===== src/rtl/btn_event_display_pkg.sv =====
// Shared layout constants for the packed button/event display word.
package btn_event_display_pkg;

  localparam int DATA_W       = 128;
  localparam int STATE_LSB    = 0;
  localparam int LAST_IDX_LSB = 28;
  localparam int PCNT_LSB     = 64;
  localparam int SEQ_LSB      = 120;
  localparam int PCNT_W       = 8;
  localparam int SEQ_W        = 8;
  localparam int MAX_BUTTONS  = 7;

  // Value of the last-pressed index field before any press has been seen.
  localparam logic [3:0] IDX_NONE = 4'hF;

endpackage


===== src/rtl/btn_debounce_ch.sv =====
// One button channel: 2-FF synchroniser, polarity fix, debounce, rise strobe.
module btn_debounce_ch #(
  parameter int C_debounce_bits = 16,
  parameter bit C_invert_bit    = 1'b0
) (
  input  logic clk,
  input  logic reset,
  input  logic btn,
  output logic pressed,
  output logic press_strobe
);

  logic                       sync0;
  logic                       sync1;
  logic                       pressed_d;
  logic [C_debounce_bits-1:0] cnt;
  logic                       s;

  // Sync flops reset to 0, so an active-low input reads as "pressed" until
  // the synchroniser has filled; the debounce window absorbs that glitch.
  assign s = sync1 ^ C_invert_bit;

  // Synchronise, debounce (toggle after 2**N consecutive mismatches), strobe on rise.
  // NOTE: sequential state uses non-blocking assignments so every flop samples pre-edge values.
  always_ff @(posedge clk or posedge reset) begin
    if (reset) begin
      sync0        <= 1'b0;
      sync1        <= 1'b0;
      pressed      <= 1'b0;
      pressed_d    <= 1'b0;
      press_strobe <= 1'b0;
      cnt          <= '0;
    end else begin
      sync0        <= btn;
      sync1        <= sync0;
      pressed_d    <= pressed;
      press_strobe <= pressed & ~pressed_d;
      if (s == pressed) begin
        cnt <= '0;
      end else if (&cnt) begin
        pressed <= s;
        cnt     <= '0;
      end else begin
        cnt <= cnt + 1'b1;
      end
    end
  end

endmodule


===== src/rtl/btn_event_display.sv =====
// Debounced buttons, press counters and last-press index packed into a
// 128-bit word for the hex display decoder.
module btn_event_display
  import btn_event_display_pkg::*;
#(
  parameter int         C_buttons       = 7,
  parameter logic [6:0] C_invert        = 7'b0000001,
  parameter int         C_debounce_bits = 16,
  parameter int         C_count_bits    = 8
) (
  input  logic                 clk,
  input  logic                 reset,
  input  logic [C_buttons-1:0] btn,
  output logic [C_buttons-1:0] pressed,
  output logic [C_buttons-1:0] press_strobe,
  output logic                 update,
  output logic [DATA_W-1:0]    data
);

  logic [C_count_bits-1:0] pcnt   [C_buttons];
  logic [C_count_bits-1:0] pcnt_n [C_buttons];
  logic [SEQ_W-1:0]        seq;
  logic [SEQ_W-1:0]        seq_n;
  logic [3:0]              last_idx;
  logic [3:0]              last_n;
  logic [DATA_W-1:0]       data_n;

  for (genvar i = 0; i < C_buttons; i++) begin : g_ch
    btn_debounce_ch #(
      .C_debounce_bits(C_debounce_bits),
      .C_invert_bit   (C_invert[i])
    ) u_ch (
      .clk         (clk),
      .reset       (reset),
      .btn         (btn[i]),
      .pressed     (pressed[i]),
      .press_strobe(press_strobe[i])
    );
  end

  // Next counters, priority-encoded last index (highest wins) and packed word.
  // NOTE: every always_comb output gets a default first so no latch is inferred.
  always_comb begin
    pcnt_n = pcnt;
    seq_n  = seq;
    last_n = last_idx;
    for (int i = 0; i < C_buttons; i++) begin
      if (press_strobe[i]) begin
        pcnt_n[i] = pcnt[i] + 1'b1;
        last_n    = 4'(i);
      end
    end
    if (|press_strobe) seq_n = seq + 1'b1;

    data_n                          = '0;
    data_n[LAST_IDX_LSB +: 4]       = last_n;
    data_n[SEQ_LSB +: SEQ_W]        = seq_n;
    for (int i = 0; i < C_buttons; i++) begin
      data_n[STATE_LSB + 4*i]             = pressed[i];
      data_n[PCNT_LSB + PCNT_W*i +: PCNT_W] = PCNT_W'(pcnt_n[i]);
    end
  end

  // Register counters and the display word; flag any change of the word.
  // NOTE: the counter array is a handful of flops, not a RAM, so it is reset like any register.
  always_ff @(posedge clk or posedge reset) begin
    if (reset) begin
      for (int i = 0; i < C_buttons; i++) pcnt[i] <= '0;
      seq                       <= '0;
      last_idx                  <= IDX_NONE;
      data                      <= '0;
      data[LAST_IDX_LSB +: 4]   <= IDX_NONE;
      update                    <= 1'b0;
    end else begin
      pcnt     <= pcnt_n;
      seq      <= seq_n;
      last_idx <= last_n;
      data     <= data_n;
      update   <= (data_n != data);
    end
  end

endmodule


===== config.mk =====
export PLATFORM = sky130hd
export DESIGN_NAME = btn_event_display
export DESIGN_NICKNAME = d
export VERILOG_FILES = /design/src/rtl/btn_event_display_pkg.sv /design/src/rtl/btn_debounce_ch.sv /design/src/rtl/btn_event_display.sv
export SDC_FILE = /design/constraint.sdc
export NUM_CORES = 1
export LEC_CHECK = 0
export ABC_AREA = 1
export CAP_MARGIN = 25
export CORE_MARGIN = 3
export CORE_UTILIZATION = 52
export CTS_BUF_LIST = sky130_fd_sc_hd__clkbuf_4 sky130_fd_sc_hd__clkbuf_8
export CTS_CLUSTER_DIAMETER = 150
export DETAILED_ROUTE_END_ITERATION = 7
export PLACE_DENSITY = 0.79
export SLEW_MARGIN = 20
export SYNTH_ARGS = -nofsm -noshare
export SYNTH_HDL_FRONTEND = slang
export SYNTH_SLANG_ARGS = --single-unit

===== constraint.sdc =====
create_clock -name clk -period 6.15 [get_ports clk]
set_input_delay 0.615 -clock clk [delete_from_list [all_inputs] [get_ports clk]]
set_output_delay 0.615 -clock clk [all_outputs]
set_load 0.01 [all_outputs]

==> results.md <==
- The combinational cell fraction of total power is 0.031.
- The via count of the first global-routing pass is 8048.
- The CTS buffer count is 37.
- In the routed layout, each cell is associated on average with a via count of 4.82.
- Global routing finished with a remaining overflow of 0.
- The share of synthesized area in the top cell type comes to 0.473.
- For this run, the register share of the synthesized area comes to 0.482.
- For the worst flop-to-flop path, the logic depth is 8.
- The pin count of the biggest net entering global routing is between 100 and 150.
- The post-route antenna net violation count is 0.
- The type of the worst min-delay path is reg -> reg.
- The number of synthesized flops with an enable pin is 0.
- The worst register-to-register path begins at g_ch[0].u_ch.press_strobe.
- The number of standard-cell rows in the floorplan is 53.
- The power density over cell area is ~220 nW/um^2.
- The most common cell in the synthesized netlist is nand2_1.
- In this run the number of cells on the critical path is 1.
- The synthesized instance count is about 1400.
- Of the cells placed in the final design, the portion with a size suffix greater than 1 is 0.0740.
- The area enclosed by the die boundary is around 23000 um^2.
- By area the synthesized netlist is led by dfrtp_1 47%, nand2_1 9.9%, nor2_1 7.5%.
- The routed layout has 8495 vias.
- The synthesized area is ~11000 um^2.
- CTS saw approximately 220 sinks.
- Summing all placed instances gives a cell area of 12200 um^2.
- The cell accounting for the most synthesized area is dfrtp_1.
- The slowest stage cell on the critical path is dfrtp_1.
- The worst setup path is captured at an output port.
- The per-instance average area after synthesis is slightly above 8 um^2.
- The number of port buffers is 98.
- Together, buffers and inverters on the worst path number 1.
- The pre-antenna-repair detailed-routing pass consisted of 7 iterations.
- In this run the worst setup path begins at g_ch[0].u_ch.press_strobe.
- The first-pass GRT wire length is approximately 38000 um.
- The flow ran to the end, and the final reports show no timing, DRC or antenna violations.
- The worst-case clock skew is around 0.021 ns.
- By count the netlist is led by 295 x nand2_1, 223 x nor2_1, 212 x dfrtp_1.
- After the first detailed-routing iteration, the DRC count stood at 450.
- The critical path goes through clkdlybuf4s50_1.
- The post-synthesis cell type count is 37.
- Clock-pin slew was measured on the worst setup and hold paths at roughly 0.050 ns.
- At the worst endpoint, the required time is between 5 and 6 ns.
- The clock passes through at most 3 buffers.
- The setup TNS is 0 ns.
- Setup repair after global routing left no endpoint under its margin.
- Following the worst setup path forward leads to its endpoint at press_strobe[0].
- The fraction of synthesis flops using an asynchronous set or reset pin is 1.00.
- The clock tree synthesis step divided the H-tree into 2 levels.
- The peak per-stage delay on the critical path is 0.67 ns.
- The die span in y is ~150 um.
- The clock root buffer is clkbuf_8.
- The width of the chip is between 150 and 200 um.
- For the pin with the worst max-slew slack, the measured transition is 0.754 ns.
- At the end of the flow, the number of nets in the layout was ~1500.
- From synthesis to final layout, the design area changed by 15.4%.
- The capturing point of the worst reg2reg path is seq[4].
- During synthesis, Yosys emitted a total of 0 warnings.
- In the routed design, unresolved DRC markers number 0.
- Across all register-to-register paths, the minimum setup slack is about 4.3 ns.
- The non-filler instance count after layout is roughly 1800.
- The worst supply voltage drop on vdd is 0.198 mV.
- The total area inside the core boundary comes to between 20000 and 25000 um^2.
- The worst pin sits at a relative slew slack of 0.498.
- The type of element launching the critical path is a register.
- In this run the count of I/O pins placed on the die edge is 152.
- The internal portion of the total power is 2.26 mW.
- The worst setup path is of the reg -> out kind.
- After legalization and detailed placement, the total HPWL measured between 15000 and 20000 um.
- Along the worst path, the maximum fanout reaches 16.
- The switching power is 0.626 mW.
- Setup violations remaining at the end of the flow were counted as 0.
- Max-cap violations in this run came to 0.
- Once placement completed, the tool counted placed cells totaling 1698.
- The number of slew-limit violations in the final report was 0.
- The routed length per instance is 12.6 um.
- The total wire length is between 20000 and 25000 um.
- In this run, synthesis produced a sequential element count of about 220.
- The share of total power dissipated in the clock network is 0.466.
- The number of gates resized after CTS was 0.
- The data arrival time of the critical path is between 1.5 and 2 ns.
- The total count of hold-check failures in the final report is 0.
- The number of antenna repair diodes is 0.
- The kind of cell with the highest combined delay along the critical path is flip-flops.
- For this run, the leading register cell type out of synthesis is dfrtp_1.
- The clock tree from TritonCTS is yes.
- The number of setup buffers added after CTS is 0.
- The overall track demand over capacity in global routing is 0.190.
- Dividing the final minimum period by the clock period gives 0.394.
- The post-route cell area is about 13000 um^2.
- The number of hold buffers added after CTS was 0.
- The initial antenna violation count is 0.
- The clock latency on the worst-skew pair is around 0.52 ns.
- The leakage power is 6.12 nW.
- The maximum clock frequency is roughly 0.41 GHz.
- The final weighted congestion of routability-driven global placement is slightly above 0.9.
- Subtracting the final worst setup slack from the clock period gives 2.42 ns.
- Of the total power, registers draw 0.503.
- The switching power as a share of total power is 0.217.
- The initial cell density of the core is 0.532.
[logic make-up (layout without fill, tap and decap cells)]
kind of cell               Yosys count  after routing  synth area share
other                                1             53          0.000334
buffers and inverters              261            343             0.115
DFF                                216            216             0.482
xor gates and xnor gates           109            109            0.0865
adders and majority gates           23             23            0.0257
AOI/OAI and AO/OA                   51             51            0.0250
and+or+nand+nor                    691            691             0.265
[worst min path at each step]
stage / cells past startpoint / slack [ns] / from / endpoint
final: 0 / 0.35 / g_ch[2].u_ch.sync0 / g_ch[2].u_ch.s
after global routing: 0 / 0.35 / g_ch[3].u_ch.sync0 / g_ch[3].u_ch.s
after CTS: 0 / 0.35 / g_ch[2].u_ch.sync0 / g_ch[2].u_ch.s
after detailed placement: 0 / 0.33 / g_ch[2].u_ch.sync0 / g_ch[2].u_ch.s
after global placement: 0 / 0.33 / g_ch[6].u_ch.sync0 / g_ch[6].u_ch.s
after floorplan: 0 / 0.33 / g_ch[0].u_ch.sync0 / g_ch[0].u_ch.sync1
[power by group through the flow]
stage	sequential (mW)	clock, mW	combinational, mW
final	1.45	1.35	0.0896
after CTS	1.45	1.39	0.0920
after global placement	1.47	0	0.0899
after detailed placement	1.48	0	0.0915
after floorplan	1.47	0	0.0927
after global routing	1.45	1.46	0.104
[layout make-up]
class / instances / area (um^2)
Tap cell: 275 / 344
Clock buffer: 61 / 746
Sequential cell: 216 / 5410
Fill cell: 1812 / 8150
Inverter: 179 / 676
Timing Repair Buffer: 101 / 1020
Multi-Input combinational cell: 927 / 4710
Clock inverter: 2 / 35.0
[sequential cells by signal, summed over array words and instances, names as in the netlist, 3 cells and up, named ones only]
register / cells
g_ch.u_ch.sync0: 7
g_ch.u_ch.s: 6
seq: 7
pcnt: 48
data: 16
g_ch.u_ch.cnt: 112
g_ch.u_ch.press_strobe: 7
last_idx: 3
g_ch.u_ch.pressed: 7
[metal layers]
metal / part of all wire / global-route usage
met5: 0 / 0
met3: 0.051 / 0.0357
met1: 0.45 / 0.251
met4: 0.021 / 0.0569
met2: 0.48 / 0.322
[metrics by stage]
step	power, mW	hold slack [ns]	worst slack [ns]	util
2_1_floorplan	1.57	0.331	2.73	-
6_report	2.89	0.346	3.73	0.614
3_3_place_gp	1.56	0.334	3.86	0.576
4_1_cts	2.93	0.347	3.71	0.614
5_1_grt	3.01	0.350	3.66	0.614
3_5_place_dp	1.57	0.335	3.82	0.576
[cells in the final DEF (no fill, tap or decap), types with 2 or more instances in the layout]
master / n
o21ai_1: 2
inv_1: 176
conb_1: 53
xnor2_1: 23
nor3_1: 28
clkbuf_8: 46
dfrtp_1: 212
o21bai_1: 4
buf_4: 2
nand4_1: 25
clkdlybuf4s50_1: 98
nand2_1: 295
nand3_2: 6
nor3b_2: 2
o21ai_0: 15
and2_1: 4
nand3_1: 71
nand2_2: 7
nand3b_1: 6
nor2_2: 15
clkbuf_4: 15
nor3b_1: 4
dfstp_2: 4
a21oi_1: 28
xor2_1: 84
nor2_1: 223
ha_1: 23
inv_2: 2
[worst reg2reg max path: stages (launching register included)]
cell and delay, ns:
dfrtp_1 0.67, inv_1 0.18, nand2_1 0.10, nor2_1 0.06, nand2_1 0.34, nand2_1 0.17
o21ai_0 0.18, nand2_1 0.06, inv_1 0.05
(Power assumes the default switching activity.)
